`config.mk`:
```
export PLATFORM = sky130hd
export DESIGN_NAME = fetch_pc_unit
export DESIGN_NICKNAME = d
export VERILOG_FILES = /design/src/rtl/fetch_pc_unit.sv
export SDC_FILE = /design/constraint.sdc
export NUM_CORES = 1
export LEC_CHECK = 0
export CELL_PAD_IN_SITES_DETAIL_PLACEMENT = 1
export CELL_PAD_IN_SITES_GLOBAL_PLACEMENT = 1
export CORE_AREA = 4 4 138 140
export CTS_CLUSTER_DIAMETER = 150
export DETAILED_ROUTE_END_ITERATION = 8
export DIE_AREA = 0 0 142 144
export GPL_ROUTABILITY_DRIVEN = 1
export PLACE_DENSITY = 0.89
export SKIP_LAST_GASP = 1
export SLEW_MARGIN = 10
export SYNTH_ARGS = -nofsm -noshare
export SYNTH_HDL_FRONTEND = slang
export SYNTH_SLANG_ARGS = --single-unit
```
`constraint.sdc`:
```
create_clock -name clk -period 5.42 [get_ports clk]
set_input_delay 1.084 -clock clk [delete_from_list [all_inputs] [get_ports clk]]
set_output_delay 1.084 -clock clk [all_outputs]
set_load 0.01 [all_outputs]
```
`src/rtl/fetch_pc_unit.sv`:
```
// -----------------------------------------------------------------------------
// fetch_pc_unit
//   Program counter and next-PC resolution for the single-cycle MIPS core.
//   The PC addresses the instruction ROM (as a byte offset from TEXT_BASE).
//   The returned instruction word is decoded in the same cycle to pick the
//   next PC. The decoded cases are beq/bne/j/jal/jr and the exit syscall.
//   Any out-of-range or misaligned next PC freezes the core with a sticky fault.
//
// Ports
//   clk          in   core clock, rising edge
//   reset        in   synchronous, active-high reset
//   stall        in   hold PC this cycle (syscall not evaluated)
//   instruction  in   ROM word for the current rom_address
//   rs_value     in   register value of instruction[25:21]
//   rt_value     in   register value of instruction[20:16]
//   v0_value     in   current $v0, for syscall decode
//   rom_address  out  pc - TEXT_BASE (word aligned byte offset)
//   pc           out  current architectural PC
//   pc_plus4     out  pc + 4, also the jal link value
//   halted       out  sticky: exit syscall or fetch fault
//   fetch_fault  out  sticky: next PC out of range or jr misaligned
// -----------------------------------------------------------------------------
module fetch_pc_unit #(
  parameter logic [31:0] TEXT_BASE = 32'h0000_3000,
  parameter logic [31:0] ROM_BYTES = 32'd16384,
  parameter logic [31:0] EXIT_CODE = 32'd10
) (
  input  logic        clk,
  input  logic        reset,
  input  logic        stall,
  input  logic [31:0] instruction,
  input  logic [31:0] rs_value,
  input  logic [31:0] rt_value,
  input  logic [31:0] v0_value,
  output logic [31:0] rom_address,
  output logic [31:0] pc,
  output logic [31:0] pc_plus4,
  output logic        halted,
  output logic        fetch_fault
);

  localparam logic [5:0] OP_SPECIAL = 6'h00;
  localparam logic [5:0] OP_J       = 6'h02;
  localparam logic [5:0] OP_JAL     = 6'h03;
  localparam logic [5:0] OP_BEQ     = 6'h04;
  localparam logic [5:0] OP_BNE     = 6'h05;
  localparam logic [5:0] FN_JR      = 6'h08;
  localparam logic [5:0] FN_SYSCALL = 6'h0C;

  logic [31:0] pc_q, pc_d;
  logic        halted_q, halted_d;
  logic        fault_q, fault_d;

  logic [5:0]         opcode;
  logic [5:0]         funct;
  logic signed [31:0] br_off;
  logic [31:0]        br_tgt;
  logic [31:0]        jmp_tgt;
  logic [31:0]        cand_pc;
  logic [31:0]        cand_off;
  logic               is_exit;
  logic               jr_misalign;
  logic               cand_fault;

  assign opcode = instruction[31:26];
  assign funct  = instruction[5:0];

  assign pc_plus4    = pc_q + 32'd4;
  assign rom_address = pc_q - TEXT_BASE;
  assign pc          = pc_q;
  assign halted      = halted_q;
  assign fetch_fault = fault_q;

  // Sign-extend imm16 before the shift so backward branches wrap correctly.
  assign br_off  = {{14{instruction[15]}}, instruction[15:0], 2'b00};
  assign br_tgt  = pc_plus4 + br_off;
  assign jmp_tgt = {pc_plus4[31:28], instruction[25:0], 2'b00};

  // Candidate next PC, ignoring halt/stall/fault.
  always_comb begin
    cand_pc     = pc_plus4;
    is_exit     = 1'b0;
    jr_misalign = 1'b0;
    unique case (opcode)
      OP_BEQ:  cand_pc = (rs_value == rt_value) ? br_tgt : pc_plus4;
      OP_BNE:  cand_pc = (rs_value != rt_value) ? br_tgt : pc_plus4;
      OP_J,
      OP_JAL:  cand_pc = jmp_tgt;
      OP_SPECIAL: begin
        if (funct == FN_JR) begin
          cand_pc     = rs_value;
          jr_misalign = (rs_value[1:0] != 2'b00);
        end else if (funct == FN_SYSCALL && v0_value == EXIT_CODE) begin
          is_exit = 1'b1;
        end
      end
      default: cand_pc = pc_plus4;
    endcase
  end

  // Unsigned offset compare covers both ends of the window; values below
  // TEXT_BASE wrap to large offsets. The ROM end itself is out of range.
  assign cand_off   = cand_pc - TEXT_BASE;
  assign cand_fault = jr_misalign || (cand_off >= ROM_BYTES);

  always_comb begin
    pc_d     = pc_q;
    halted_d = halted_q;
    fault_d  = fault_q;
    if (halted_q || stall) begin
      pc_d = pc_q;
    end else if (is_exit) begin
      halted_d = 1'b1;
    end else if (cand_fault) begin
      halted_d = 1'b1;
      fault_d  = 1'b1;
    end else begin
      pc_d = cand_pc;
    end
  end

  always_ff @(posedge clk) begin
    if (reset) begin
      pc_q     <= TEXT_BASE;
      halted_q <= 1'b0;
      fault_q  <= 1'b0;
    end else begin
      pc_q     <= pc_d;
      halted_q <= halted_d;
      fault_q  <= fault_d;
    end
  end

endmodule

```
==> flow_summary_export.csv <==
group,metric,value,unit
place,place_congestion,0.9698,
synth,ys.warnings.count,0,
timing,fmax,195.1,MHz
clocking,insertion_delay,270,ps
global_routing,grt_pass1_wl,40.55,mm
setup_path,crit-reg2reg-launch,"pc[2]",
clocking,holdBufCountCts,0,
hold_path,hold_path_class,"reg2reg",
clocking,numCtsBuffers,5,
cells_and_area,nNetsFinal,1150,
setup_path,reg2reg_depth,18,
cells_and_area,finalNonFillerCells,1217,
timing,worst_pin_slew,1075,ps
timing,min_period,5127,ps
synth,synth_top_cell_by_area,"dfxtp_1",
synth,ys_seq_elements,34,
run_status,status,"finished clean",
floorplan,fp.dieH,144,um
cells_and_area,syn2layout_area_growth,54.32,%
setup_path,critPathBufInv,1,
synth,synth_async_sr_flop_share,0,
setup_path,critical_path_required,5540,ps
setup_path,critPathLaunch,"instruction[0]",
floorplan,rows,49,
place,dp.cells,1208,
floorplan,start_util,0.3066,
cells_and_area,final_common_cell,"clkdlybuf4s50_1",
setup_path,worst_setup_path_end_kind,"register",
timing,maxSlewViolCount,0,
setup_path,worstSetupStartpointType,"input pin",
setup_path,regToRegSetupSlack,290,ps
synth,synth_seq_area_share,0.1244,
setup_path,crit_family,"compound AO/OA/AOI/OAI gates",
detailed_routing,vias_per_cell,5.797,
power,leakagePower,3.397,nW
timing,final_hold_viol_count,0,
clocking,clock_sinks,34,
global_routing,grt_max_degree,17,
clocking,root_buffer,"clkbuf_16",
floorplan,die_area,20450,sq um
setup_path,path_cells,"clkdlybuf4s50_1, ha_1, fa_1, a21o_1, a221o_1, a21oi_1, o21a_1, xor2_1, nand4b_1, o31ai_1, nand2_1, or3_4, o221a_4, o31ai_1, a21oi_1",
floorplan,coreArea,17840,sq um
clocking,path_clk_slew,50,ps
clocking,clockBufferDepth,2,
timing,finClkSkew,7.182,ps
timing,fin_crit_sh,0.9459,
setup_path,cp.depth,15,
clocking,cts_tree,"done",
detailed_routing,route.detailed.drc,0,
place,numPortBuffers,228,
synth,syn-mean-instance-area,7.372,sq um
setup_path,slowest_delay,450,ps
timing,setup_tns,0,ps
run,cap_violations,0,
power,ir_worst_vdd,0.0001204,V
power,finalPower,1.020,mW
power,power_density,120.9,nW/um^2
clocking,h-tree-depth,2,
timing,slew_headroom,0.2806,
floorplan,die_x,142,um
detailed_routing,routed_wl,26.39,mm
synth,synthesis.area,5470,sq um
synth,synth_edf_count,0,
synth,synth_nets,905,
synth,synth_top_area_frac,0.1244,
synth,synth_ff_type,"dfxtp_1",
setup_path,arrival,5250,ps
detailed_routing,drt.antenna.violating_nets,0,
timing,rsz0062_at_grt,"true",
setup_path,crit_slowest_cell,"clkdlybuf4s50_1",
synth,ys_top_cells_by_area,"dfxtp_1 (12%), xor2_1 (10%), ha_1 (7.1%)",
floorplan,ioPinCount,229,
setup_path,path_max_fanout,15,
global_routing,overflow,0,
synth,synth_cell_types,74,
place,hpwl,22.27,mm
detailed_routing,vias,7055,
detailed_routing,drt_iter0_drc,598,
global_routing,grt.total_usage,0.2481,
global_routing,grt_pass1_vias,7261,
detailed_routing,wl_per_cell,21.69,um
global_routing,antenna_found_initial,0,
timing,setup_violations,0,
setup_path,r2r-end,"pc[5]",
cells_and_area,layout_common_cells,"clkdlybuf4s50_1 (228), nand2_1 (68), xor2_1 (63), buf_4 (63), a21oi_1 (56)",
cells_and_area,n_antenna_cell,0,
setup_path,cp-endpoint,"pc[5]",
detailed_routing,drtPass1Iterations,5,
setup_path,worstSetupPathType,"in2reg",
cells_and_area,drive_gt1_frac,0.1154,
synth,syn_inst,742,
==> layer usage <==
layer  GRT usage  vias up  share of wire
met3     0.04497       65          0.070
met1      0.3091     3374           0.41
met2      0.4313      344           0.48
met4     0.08434        0          0.040
met5           0        -              0
li1            -     3272              -
==> cells by family (layout without fill, tap and decap cells) <==
| logic type | after synthesis | after routing | share of synthesized area |
|---|---|---|---|
| AND/OR/NAND/NOR | 279 | 279 | 0.2823 |
| AO/OA/AOI/OAI | 216 | 216 | 0.2743 |
| XOR/XNOR | 102 | 102 | 0.1658 |
| buffers and inverters | 75 | 321 | 0.07113 |
| flip-flops | 34 | 34 | 0.1244 |
| adder cells (fa/ha/maj) | 32 | 32 | 0.07457 |
| multiplexers | 4 | 4 | 0.007548 |
==> through the flow <==
stage                     cell area, sq um  setup slack [ps]    util  hold slack (ps)
after floorplan                       5470             553.9       -            484.1
after global placement                8230             209.0  0.4613            467.1
after detailed placement              8230             96.59  0.4613            466.1
after CTS                             8397             143.8  0.4707            480.9
after global routing                  8442            -12.22  0.4732            515.1
final                                 8442             293.5  0.4732            478.2
==> power by group <==
group | internal [mW] | total, mW | switching [mW]
logic | 0.221 | 0.447 | 0.226
registers | 0.255 | 0.260 | 0.00526
clock network | 0.208 | 0.313 | 0.105
total | 0.684 | 1.02 | 0.337
==> final cells by class <==
type / instances / area (sq um)
clock buffer: 8 / 166.4
tap: 229 / 286.5
multi-input combinational: 633 / 4438
sequential: 34 / 680.7
fill: 2188 / 9399
inverter: 20 / 75.07
timing repair buffer: 293 / 2795
==> what timing repair did <==
| action | CTS | global route |
|---|---|---|
| endpoints found under the setup margin | 0 | 34 |
| buffers inserted | 0 | 1 |
| gates resized for setup | 0 | 11 |
==> cell usage after synthesis, drive strengths merged (4+ instances only) <==
cell type and count:
a211oi 6, o211ai 7, xnor2 37, a222oi 15, ha 31, nand2 68
and2 22, dfxtp 34, nor2 37, clkbuf 22, o31ai 15, nor4 28
o21a 7, a21o 12, nand3 19, a31oi 9, and3 20, o21ai 55
nand4 29, nand2b 6, a21oi 56, nor3b 4, buf 33, inv 20
and4 5, or3 9, nor3 19, xor2 64
==> sequential cells by signal, summed over array words and instances (netlist names) <==
signal,count
pc,32
fetch_fault,1
halted,1
==> worst reg2reg max path: stages, from the launching register on <==
cell	delay [ps]
dfxtp_1	400
buf_4	170
and4_1	320
nand2_1	170
nor4_1	690
xnor2_1	220
ha_1	410
a21o_1	200
a21o_1	190
a21oi_1	350
o31a_1	170
o41ai_1	80
xor2_1	150
a221o_1	340
nor3_1	160
nand2_1	170
o221a_4	400
o31ai_1	270
a21oi_1	110
==> worst min-delay path by stage <==
stage,cells past startpoint,endpoint,startpoint
floorplan,2,pc[0],pc[0]
detailed placement,1,fetch_fault,fetch_fault
global route,1,fetch_fault,fetch_fault
finish,1,fetch_fault,fetch_fault
CTS,1,fetch_fault,fetch_fault
global placement,1,fetch_fault,fetch_fault
(Power assumes the default switching activity.)
